$ cat config.mk
export PLATFORM = sky130hd
export DESIGN_NAME = adq_seq
export DESIGN_NICKNAME = d
export VERILOG_FILES = /design/src/rtl/adq_pkg.sv /design/src/rtl/adq_timeout_timer.sv /design/src/rtl/adq_seq.sv
export SDC_FILE = /design/constraint.sdc
export NUM_CORES = 1
export LEC_CHECK = 0
export CORE_MARGIN = 2
export CORE_UTILIZATION = 51
export CTS_CLUSTER_DIAMETER = 80
export DETAILED_ROUTE_END_ITERATION = 12
export HOLD_SLACK_MARGIN = 0.02
export PLACE_DENSITY = 0.85
export SLEW_MARGIN = 10
export SYNTH_ARGS = -nofsm -noshare
export SYNTH_HDL_FRONTEND = slang
export SYNTH_SLANG_ARGS = --single-unit
export TNS_END_PERCENT = 100
$ cat constraint.sdc
create_clock -name clk -period 3.75 [get_ports clk]
set_input_delay 0.75 -clock clk [delete_from_list [all_inputs] [get_ports clk]]
set_output_delay 0.75 -clock clk [all_outputs]
set_load 0.005 [all_outputs]
$ cat src/rtl/adq_pkg.sv
// Shared types and defaults for the multi-channel ADC acquisition sequencer.
package adq_pkg;

   typedef enum logic [2:0] {
      IDLE    = 3'd0,
      SELECT  = 3'd1,
      START   = 3'd2,
      CONVERT = 3'd3,
      STORE   = 3'd4,
      NEXT    = 3'd5,
      DONE    = 3'd6,
      ERROR   = 3'd7
   } state_t;

   localparam int DEF_N_CH        = 4;
   localparam int DEF_DATA_W      = 12;
   localparam int DEF_N_SAMPLES   = 16;
   localparam int DEF_TIMEOUT_CYC = 255;

   // Index width that never collapses to zero bits for a single-entry range.
   function automatic int clog2_min1(input int v);
      return (v > 1) ? $clog2(v) : 1;
   endfunction

endpackage

$ cat src/rtl/adq_timeout_timer.sv
// Conversion watchdog: counts enabled cycles and flags the last permitted one.
module adq_timeout_timer
   import adq_pkg::*;
#(
   parameter int TIMEOUT_CYC = DEF_TIMEOUT_CYC
) (
   input  logic clk,
   input  logic rst,
   input  logic i_clear,
   input  logic i_enable,
   output logic o_expired
);

   localparam int TW = clog2_min1(TIMEOUT_CYC);
   localparam logic [TW-1:0] LAST = TW'(TIMEOUT_CYC - 1);

   logic [TW-1:0] r_cnt;
   logic          w_expired;

   assign w_expired = (r_cnt == LAST);
   assign o_expired = w_expired;

   // Saturates at LAST so a stalled enable can never wrap back to zero.
   always_ff @(posedge clk or negedge rst) begin
      if (!rst) begin
         r_cnt <= '0;
      end else if (i_clear) begin
         r_cnt <= '0;
      end else if (i_enable && !w_expired) begin
         r_cnt <= r_cnt + TW'(1);
      end
   end

endmodule

$ cat src/rtl/adq_seq.sv
// Round-robin ADC acquisition sequencer: select, convert, store for N_CH x N_SAMPLES.
module adq_seq
   import adq_pkg::*;
#(
   parameter int N_CH        = DEF_N_CH,
   parameter int DATA_W      = DEF_DATA_W,
   parameter int N_SAMPLES   = DEF_N_SAMPLES,
   parameter int TIMEOUT_CYC = DEF_TIMEOUT_CYC,
   localparam int CH_W       = clog2_min1(N_CH),
   localparam int SMP_W      = $clog2(N_SAMPLES + 1)
) (
   input  logic              clk,
   input  logic              rst,
   input  logic              init,
   input  logic              abort,
   input  logic              eoc,
   input  logic [DATA_W-1:0] adc_data,
   output logic              soc,
   output logic [CH_W-1:0]   ch_sel,
   output logic              wr_en,
   output logic [DATA_W-1:0] wr_data,
   output logic [CH_W-1:0]   wr_ch,
   input  logic              wr_ready,
   output logic              busy,
   output logic              done,
   output logic              timeout_err,
   output logic [SMP_W-1:0]  round_cnt,
   output logic [2:0]        state
);

   state_t            r_state, w_next;
   logic [CH_W-1:0]   r_ch_sel, r_wr_ch;
   logic [SMP_W-1:0]  r_round;
   logic [DATA_W-1:0] r_wr_data;
   logic              w_busy, w_expired, w_last_ch, w_last_round, w_start;

   assign w_busy       = !(r_state inside {IDLE, DONE, ERROR});
   assign w_last_ch    = (r_ch_sel == CH_W'(N_CH - 1));
   assign w_last_round = ((r_round + SMP_W'(1)) == SMP_W'(N_SAMPLES));
   assign w_start      = !w_busy && init;

   adq_timeout_timer #(
      .TIMEOUT_CYC (TIMEOUT_CYC)
   ) u_timer (
      .clk       (clk),
      .rst       (rst),
      .i_clear   (r_state == START),
      .i_enable  ((r_state == CONVERT) && !eoc),
      .o_expired (w_expired)
   );

   always_ff @(posedge clk or negedge rst) begin
      if (!rst) begin
         r_state <= IDLE;
      end else begin
         r_state <= w_next;
      end
   end

   always_comb begin
      w_next = r_state;
      case (r_state)
         IDLE, DONE, ERROR: if (init) w_next = SELECT;
         SELECT:            w_next = START;
         START:             w_next = CONVERT;
         CONVERT: begin
            // A conversion finishing on the final allowed cycle still counts.
            if (eoc)            w_next = STORE;
            else if (w_expired) w_next = ERROR;
         end
         STORE:             if (wr_ready) w_next = NEXT;
         NEXT:              w_next = (w_last_ch && w_last_round) ? DONE : SELECT;
         default:           w_next = IDLE;
      endcase
      if (abort && w_busy) w_next = IDLE;
   end

   always_ff @(posedge clk or negedge rst) begin
      if (!rst) begin
         r_ch_sel  <= '0;
         r_round   <= '0;
         r_wr_data <= '0;
         r_wr_ch   <= '0;
      end else if (w_start) begin
         r_ch_sel <= '0;
         r_round  <= '0;
      end else if (!abort) begin
         if ((r_state == CONVERT) && eoc) begin
            r_wr_data <= adc_data;
            r_wr_ch   <= r_ch_sel;
         end
         if (r_state == NEXT) begin
            if (w_last_ch) begin
               r_ch_sel <= '0;
               r_round  <= r_round + SMP_W'(1);
            end else begin
               r_ch_sel <= r_ch_sel + CH_W'(1);
            end
         end
      end
   end

   // Abort masks the strobes in its own cycle so no half-finished handshake escapes.
   assign soc         = (r_state == START) && !abort;
   assign wr_en       = (r_state == STORE) && !abort;
   assign busy        = w_busy;
   assign done        = (r_state == DONE);
   assign timeout_err = (r_state == ERROR);
   assign ch_sel      = r_ch_sel;
   assign wr_data     = r_wr_data;
   assign wr_ch       = r_wr_ch;
   assign round_cnt   = r_round;
   assign state       = r_state;

endmodule

# [Yosys cells after proc, flatten, opt, wreduce, memory -nomap -nowiden]
# Cells that the tools add are included.
[word_totals] ff_bits=32 in_bits=18 out_inout_bits=29 word_cells=64
[op_classes] addsub=3 n_eq_ne=14 mux=17 n_bitwise=2 n_reduce_logical=22
[ops] cell="two-way mux 5 bit" n=4
[ops] cell="two-way mux 3 bit" n=6
[ops] cell="case mux 3 bit (6 select lines)" n=1
[ops] cell="two-way mux 8 bit" n=2
[ops] cell="== test 3 bit, second input constant" n=4
[ops] cell="AND reduction 3 bit" n=3
[ops] cell="adder 8 x 1 -> 8 bit, second input constant" n=1
[ops] cell="== test 8 bit, second input constant" n=1
[ops] cell="logical AND 1 bit" n=8
[ops] cell="two-way mux 2 bit" n=4
[ops] cell="== test 3 x 2 -> 1 bit, second input constant" n=2
[ops] cell="!= test 3 bit, second input constant" n=2
[ops] cell="nonzero test 2 bit" n=3
[ops] cell="adder 5 x 1 -> 5 bit, second input constant" n=1
[ops] cell="== test 5 bit, second input constant" n=1
[ops] cell="zero test 1 bit" n=4
[ops] cell="!= test 4 x 2 -> 1 bit, second input constant" n=1
[ops] cell="== test 3 x 1 -> 1 bit, second input constant" n=1
[ops] cell="zero test 3 bit" n=1
[ops] cell="nonzero test 3 bit" n=1
[ops] cell="OR reduction 3 bit" n=1
[ops] cell="adder 2 x 1 -> 2 bit, second input constant" n=1
[ops] cell="== test 2 bit, second input constant" n=1
[ops] cell="!= test 2 x 1 -> 1 bit, second input constant" n=1
[ops] cell="2 further kinds" n=3

# [Logic depth before layout (Yosys ltp)]
# Gate-level depths: netlist of run 1.
[logic_depth] word_depth=6 ltp_mapped=7 ltp_nobuf=7

# [Hierarchy]
# A second synthesis of run 1 with hierarchy kept.
[unflattened] cells_unflattened=189 area_unflattened_um2=1950.6
[by_module_without_submodules] mod="adq_seq" instances=1 cells_each=135 area_per_inst_um2=1431.4 seq_area_each_um2=600.6
[by_module_without_submodules] mod="adq_timeout_timer" instances=1 cells_each=54 area_per_inst_um2=519.2 seq_area_each_um2=200.2

# [Least setup slack after synthesis of run 1]
# OpenSTA, ideal clock, no wires.
[synth_path] path_type="input-to-reg" from="input eoc" to="register u_timer.r_cnt[7]" setup_time_ns=0.078 arrival_time_ns=1.736 required_time_ns=3.672 path_slack_ns=1.936 path_stages=5 path_buffers=0 path_cell_list="nand4bb_1 > a21oi_2 > nand4_2 > or3_1 > a21oi_1"
[synth_via] elab_chain_len=4
[synth_rtl] item="start: declaration" line_no="adq_seq.sv:16" rtl="input logic eoc,"
[synth_rtl] item="zero test 1 bit" line_no="adq_seq.sv:48" rtl=".i_enable ((r_state == CONVERT) && !eoc),"
[synth_rtl] item="logical AND 1 bit" line_no="adq_seq.sv:48"
[synth_rtl] item="logical AND 1 bit" line_no="adq_timeout_timer.sv:29" rtl="end else if (i_enable && !w_expired) begin"
[synth_rtl] item="nonzero test 2 bit (no source line)"
[synth_rtl] item="end signal: assignment" line_no="adq_timeout_timer.sv:30" rtl="r_cnt <= r_cnt + TW'(1);"
[synth_rtl] item="end: declaration" line_no="adq_timeout_timer.sv:17" rtl="logic [TW-1:0] r_cnt;"
# No other way between the ends.
# A chain may end at the register's enable or synchronous reset.

# [Worst setup path in the final report of run 1]
[layout_path] from="input abort" to="output wr_en"
[layout_via] elab_chain_len=2
[layout_rtl] item="start: declaration" line_no="adq_seq.sv:15" rtl="input logic abort,"
[layout_rtl] item="zero test 1 bit" line_no="adq_seq.sv:105" rtl="assign wr_en = (r_state == STORE) && !abort;"
[layout_rtl] item="logical AND 1 bit" line_no="adq_seq.sv:105"
[layout_rtl] item="end: declaration" line_no="adq_seq.sv:20" rtl="output logic wr_en,"
# No other way between the ends.

==> reports/results.txt, run 1 <==
Metal-1 WL: 1530 um
Final Cell Area: 2200 um^2
ANT nets after route: 0
Largest family of logic cells by synthesized area: simple AND/OR/NAND/NOR gates
Max-slew violations: 0
Initial core utilization: 53.7%
Critical path class: in2out
CTS clock-pin slew for the worst setup and hold paths: 0.09 ns
Largest net degree at the start of global routing: 33
Achievable frequency: 349 MHz
Hold Crit Class: reg2reg
Total gr overflow: 0
Fin crit share: 76.4%
Final Hold Viols: 0
Drt pass-1 iters: 4
CP Launch Type: input port
Num CTS Buffers: 5
Crit path required time: 3.00 ns
Initial antenna violation count: 0
Overall Power: 1160 uW
Met2 WL: 2010 um
Buffers & Inverters on Critical Path: 2
Gpl congestion: 0.821
Synth warn: 0
Synth top area share: 48.8%
Most frequent cell after synthesis: dfrtp_1
Placed inst area: 2120 um^2
CP cell instances: clkdlybuf4s50_1 > nor4b_1 > clkdlybuf4s50_1
TritonCTS Sinks: 32
Top cell by count, worst path: clkdlybuf4s50_1
Seq/Total Area, Yosys: 48.8%
Row cnt: 20
Cell Area, Synth: 1640 um^2
Synth cell types: 38
Via/cell ratio: 5.48
Synth Net Count: 171
Synth Area in Simple Gates: 22.2%
# diodes: 0
Via count: 1316
Top cells by count, synth: dfrtp_1 (32), nor2_1 (17), mux2_2 (14), nand2_1 (9)
Clk root buf: clkbuf_4
Die Y: 60.7 um
Peak fanout along the critical path: 6
Highest routed layer: met4
Total track usage: 23.7%
EDFF count, synth: 0
Number of max-cap violations: 0
Synth Area in Compound Gates: 6.86%
Multiplexer share of the synthesized area: 11.4%
Power Density: 528 nW/um^2
Worst-skew pair later-pin latency: 0.34 ns
Setup Buffers After CTS: 0
Resized Gates After CTS: 0
Synth Area in XOR/XNOR: 4.27%
Worst path max stage delay: 0.55 ns
Setup TNS: 0 ns
Skew final: 0.00497 ns
Total Routed Length: 3770 um
Slowest cell on the critical path: clkdlybuf4s50_1
Slew HR: 37.9%
Fin nets: 218
Fillers: 241
RSZ-0062 raised after global routing: no
Worst Setup End Kind: output port
Synth async-reset ratio: 100%
Number of global-route vias before repair: 1350
Worst slew pin tran: 0.928 ns
Critical path arrival: 2.12 ns
1st-iter DRT viols: 39
Shortest period the worst path allows: 2.87 ns
Cell family with most CP delay: buffers and inverters
Leak Pwr: 0.000968 uW
Hold Buf Count CTS: 0
Met3 wire length: 160 um
Top post-synthesis cells by area: dfrtp_1 (49%), mux2_2 (9.6%), nor2_1 (3.9%)
Top Ports: 47
Status: completed
Synth Instances: 148
Clock buffer depth: 2
Cell accounting for the most synthesized area: dfrtp_1
Dpl hpwl: 2750 um
DRC: 0
First-pass GRT wire length: 6220 um
CTS tree: yes
Top_reg_cell synth: dfrtp_1
Share of layout cells above drive strength 1: 15.3%
Die Wd: 60.7 um
H-Tree Depth: 2
Final hold slack: 0.518 ns
WL/cell: 15.7 um
Synthesis-stage register bit count: 32
Max VDD drop: 0.313 mV
Post-synthesis adder-cell area fraction: 3.81%
Post-Syn Area per Cell: 11.1 um^2
Core Region: 3050 um^2
Die Area: 3690 um^2
Area Overhead vs Synth: 34.2%
PortBufs: 46
Setup violations, final: 0
==> layout by cell type (no fill, tap or decap) <==
cell	n
a21oi_1	3
a21oi_2	2
a31o_2	1
a31oi_1	1
a32oi_1	1
and2_1	3
and3_1	3
and3b_1	2
and4b_1	1
and4b_4	1
and4bb_2	1
buf_4	1
bufinv_16	1
clkbuf_1	1
clkbuf_4	5
clkdlybuf4s50_1	46
clkinv_2	1
dfrtp_1	32
ha_1	5
inv_1	1
mux2_2	14
mux2i_1	3
nand2_1	9
nand3_1	6
nand3b_1	1
nand4_1	4
nand4_2	1
nand4bb_1	1
nor2_1	17
nor2b_1	4
nor3_1	1
nor4b_1	1
nor4b_4	1
o211ai_1	2
o21ai_0	7
o22ai_1	1
or3_1	2
or4b_4	1
xnor2_1	1
xor2_1	7
==> path summary, 6_finish.rpt <==
| kind | startpoint | endpoint | cells after the start | slack, ns |
|---|---|---|---|---|
| min in group asynchronous | rst | u_timer.r_cnt[1] | 2 | 0.79 |
| worst max-delay path | abort | wr_en | 3 | 0.88 |
| max in group asynchronous | rst | state[1] | 2 | 2.66 |
| worst min register to register | wr_data[2] | wr_data[2] | 1 | 0.52 |
| worst max register to register | state[1] | wr_data[7] | 3 | 1.58 |
| worst min-delay path | wr_data[2] | wr_data[2] | 1 | 0.52 |
==> routing by layer <==
metal	vias to the layer above	track usage, %
met3	8	7.46
met5	-	0
li1	623	-
met2	26	40.4
met4	0	10.6
met1	659	27.2
==> sequential cells by signal (all words and copies together) (netlist names) <==
signal	flops
ch_sel	2
wr_data	12
state	3
u_timer.r_cnt	8
round_cnt	5
wr_ch	2
==> metrics by stage <==
stage                     setup WS (ns)  std cells  utilization (%)
after global routing              0.818        240             72.1
after detailed placement          0.882        232             69.6
after floorplan                    1.94        148                -
after CTS                         0.891        240             72.1
after global placement            0.931        232             69.6
final                             0.883        240             72.1
==> cell families (layout without fill, tap and decap cells) <==
family                   count (synthesis)  after routing
multiplexers                            17             17
AO/OA/AOI/OAI                           18             18
AND/OR/NAND/NOR                         60             60
buffers and inverters                    8             56
flip-flops                              32             32
adder cells (fa/ha/maj)                  5              5
XOR/XNOR                                 8              8
==> worst reg2reg max path: stages (launching register included) <==
cell,delay (ns)
dfrtp_1,0.65
nand2_1,0.19
nor4b_4,0.80
mux2_2,0.43
==> layout make-up <==
type | instances | area, um^2 | area share [%]
sequential | 32 | 801 | 36.4
clock buffer | 6 | 41.3 | 1.88
tap | 44 | 55.1 | 2.50
clock inverter | 2 | 35.0 | 1.59
timing repair buffer | 47 | 468 | 21.3
inverter | 1 | 3.75 | 0.171
multi-input combinational | 108 | 797 | 36.2
==> report_power, final <==
part           internal (uW)  switching [uW]  total, uW  leakage (uW)
combinational            246             146        392      0.000496
sequential               426            84.9        511      0.000430
clock                    140             120        260     0.0000422
No activity file was read; power rests on OpenSTA's default activity.
==> inputs of run 2 (changes only) <==
Settings changed: CORE_UTILIZATION 51 to 42, PLACE_DENSITY 0.85 to 0.75.
Clock period 3.75 ns to 2.6 ns, I/O delays scaled along.
==> reports/results.txt, run 2 (synthesis results as in run 1) <==
Crit path required time: 2.08 ns
Setup Buffers After CTS: 0
Shortest period the worst path allows: 2.37 ns
DRC: 0
Hold Crit Class: reg2reg
Cell family with most CP delay: flip-flops
Worst path max stage delay: 0.66 ns
Commonest non-fill, non-tap cell in the layout: clkdlybuf4s50_1
Critical path arrival: 1.85 ns
Die Y: 66.5 um
Largest net degree at the start of global routing: 33
Int Power: 1260 uW
Clock buffer depth: 2
Final WS setup: 0.229 ns
Core Region: 3720 um^2
Clk root buf: clkbuf_8
Layout Utilization: 60.6%
Initial core utilization: 44.1%
Final Hold Viols: 0
Number of global-route vias before repair: 1300
Via count: 1282
Crit path to: busy
CP Launch Type: flip-flop
WL/cell: 14.0 um
Leak Pwr: 0.000991 uW
H-Tree Depth: 2
1st-iter DRT viols: 71
RSZ-0062 raised after global routing: no
Worst reg2reg setup slack: 0.74 ns
Gpl congestion: 0.730
Fin crit share: 91.2%
Setup violations, final: 0
Drt pass-1 iters: 4
Hold Buf Count CTS: 0
Skew final: 0.00532 ns
Die Wd: 66.5 um
Psw: 491 uW
CP Depth: 3
ANT nets after route: 0
Worst slew pin tran: 0.512 ns
TritonCTS Sinks: 32
Row cnt: 22
Power Density: 775 nW/um^2
Die Area: 4420 um^2
Pre-CTS setup slack: 0.342 ns
Max VDD drop: 0.485 mV
Resized Gates After CTS: 0
Setup TNS: 0 ns
Clock power share: 25.9%
# diodes: 0
CP cell instances: nor3_1 > a21oi_2 > clkdlybuf4s50_1
Achievable frequency: 422 MHz
Max-slew violations: 0
Worst-skew pair later-pin latency: 0.27 ns
Worst r2r dst: u_timer.r_cnt[7]
PortBufs: 46
Total track usage: 17.3%
Slew HR: 65.9%
Via/cell ratio: 5.21
Peak fanout along the critical path: 16
CTS clock-pin slew for the worst setup and hold paths: 0.06 ns
Worst Setup SP: state[2]
Buffers & Inverters on Critical Path: 1
Sw frac: 28.1%
First-pass GRT wire length: 5840 um
Share of layout cells above drive strength 1: 16.2%
Total gr overflow: 0
Initial antenna violation count: 0
Seq pwr share: 42.3%
Number of max-cap violations: 0
Dpl hpwl: 2550 um
Commonest non-fill, non-tap cells in the layout: clkdlybuf4s50_1 (46), dfrtp_1 (32), nor2_1 (17), mux2_2 (14), nand2_1 (9)
Area Overhead vs Synth: 37.3%
Max reg flops: 12
Fin nets: 220
Slowest cell on the critical path: dfrtp_1
Status: completed
Top Ports: 47
Worst reg2reg startpoint: state[1]
Comb pwr share: 31.8%
Total Routed Length: 3450 um
Worst Setup End Kind: output port
CTS tree: yes
Num CTS Buffers: 5
Overall Power: 1750 uW
Critical path class: reg2out
Worst r2r path cells: 5
==> run 2: final cells by class <==
| cell class | instances | area [um^2] |
|---|---|---|
| multi-input combinational | 108 | 797 |
| sequential | 32 | 801 |
| inverter | 1 | 3.75 |
| timing repair buffer | 49 | 483 |
| fill | 323 | 1460 |
| clock inverter | 2 | 35.0 |
| tap | 48 | 60.1 |
| clock buffer | 6 | 72.6 |
==> run 2: power groups by stage <==
| stage | registers, uW | clock network (uW) | logic (uW) |
|---|---|---|---|
| 6_report | 739 | 453 | 555 |
| 5_1_grt | 763 | 498 | 609 |
| 4_1_cts | 738 | 471 | 563 |
| 3_5_place_dp | 747 | 0 | 560 |
| 3_3_place_gp | 739 | 0 | 547 |
| 2_1_floorplan | 712 | 0 | 281 |
==> run 2: how the worst min path moves through the flow <==
stage | from | end | slack (ns) | depth (start not counted)
2_1_floorplan | rst | ch_sel[0] | 0.22 | 0
3_3_place_gp | wr_ch[0] | wr_ch[0] | 0.49 | 1
3_5_place_dp | wr_data[6] | wr_data[6] | 0.49 | 1
4_1_cts | wr_data[6] | wr_data[6] | 0.51 | 1
5_1_grt | wr_data[6] | wr_data[6] | 0.53 | 1
6_report | wr_data[6] | wr_data[6] | 0.51 | 1
==> run 2: metal layers <==
| metal | vias up | routed length [um] | track usage [%] |
|---|---|---|---|
| met4 | 0 | 21 | 5.10 |
| met5 | - | 0 | 0 |
| met1 | 633 | 1450 | 20.5 |
| met2 | 23 | 1860 | 30.4 |
| li1 | 624 | - | - |
| met3 | 2 | 125 | 4.73 |
==> run 2: per-stage QoR <==
| step | cell area [um^2] | instances | hold WS, ns |
|---|---|---|---|
| after floorplan | 1640 | 148 | 0.224 |
| after global routing | 2250 | 246 | 0.526 |
| after CTS | 2250 | 246 | 0.509 |
| after detailed placement | 2140 | 238 | 0.494 |
| final | 2250 | 246 | 0.506 |
| after global placement | 2140 | 238 | 0.492 |
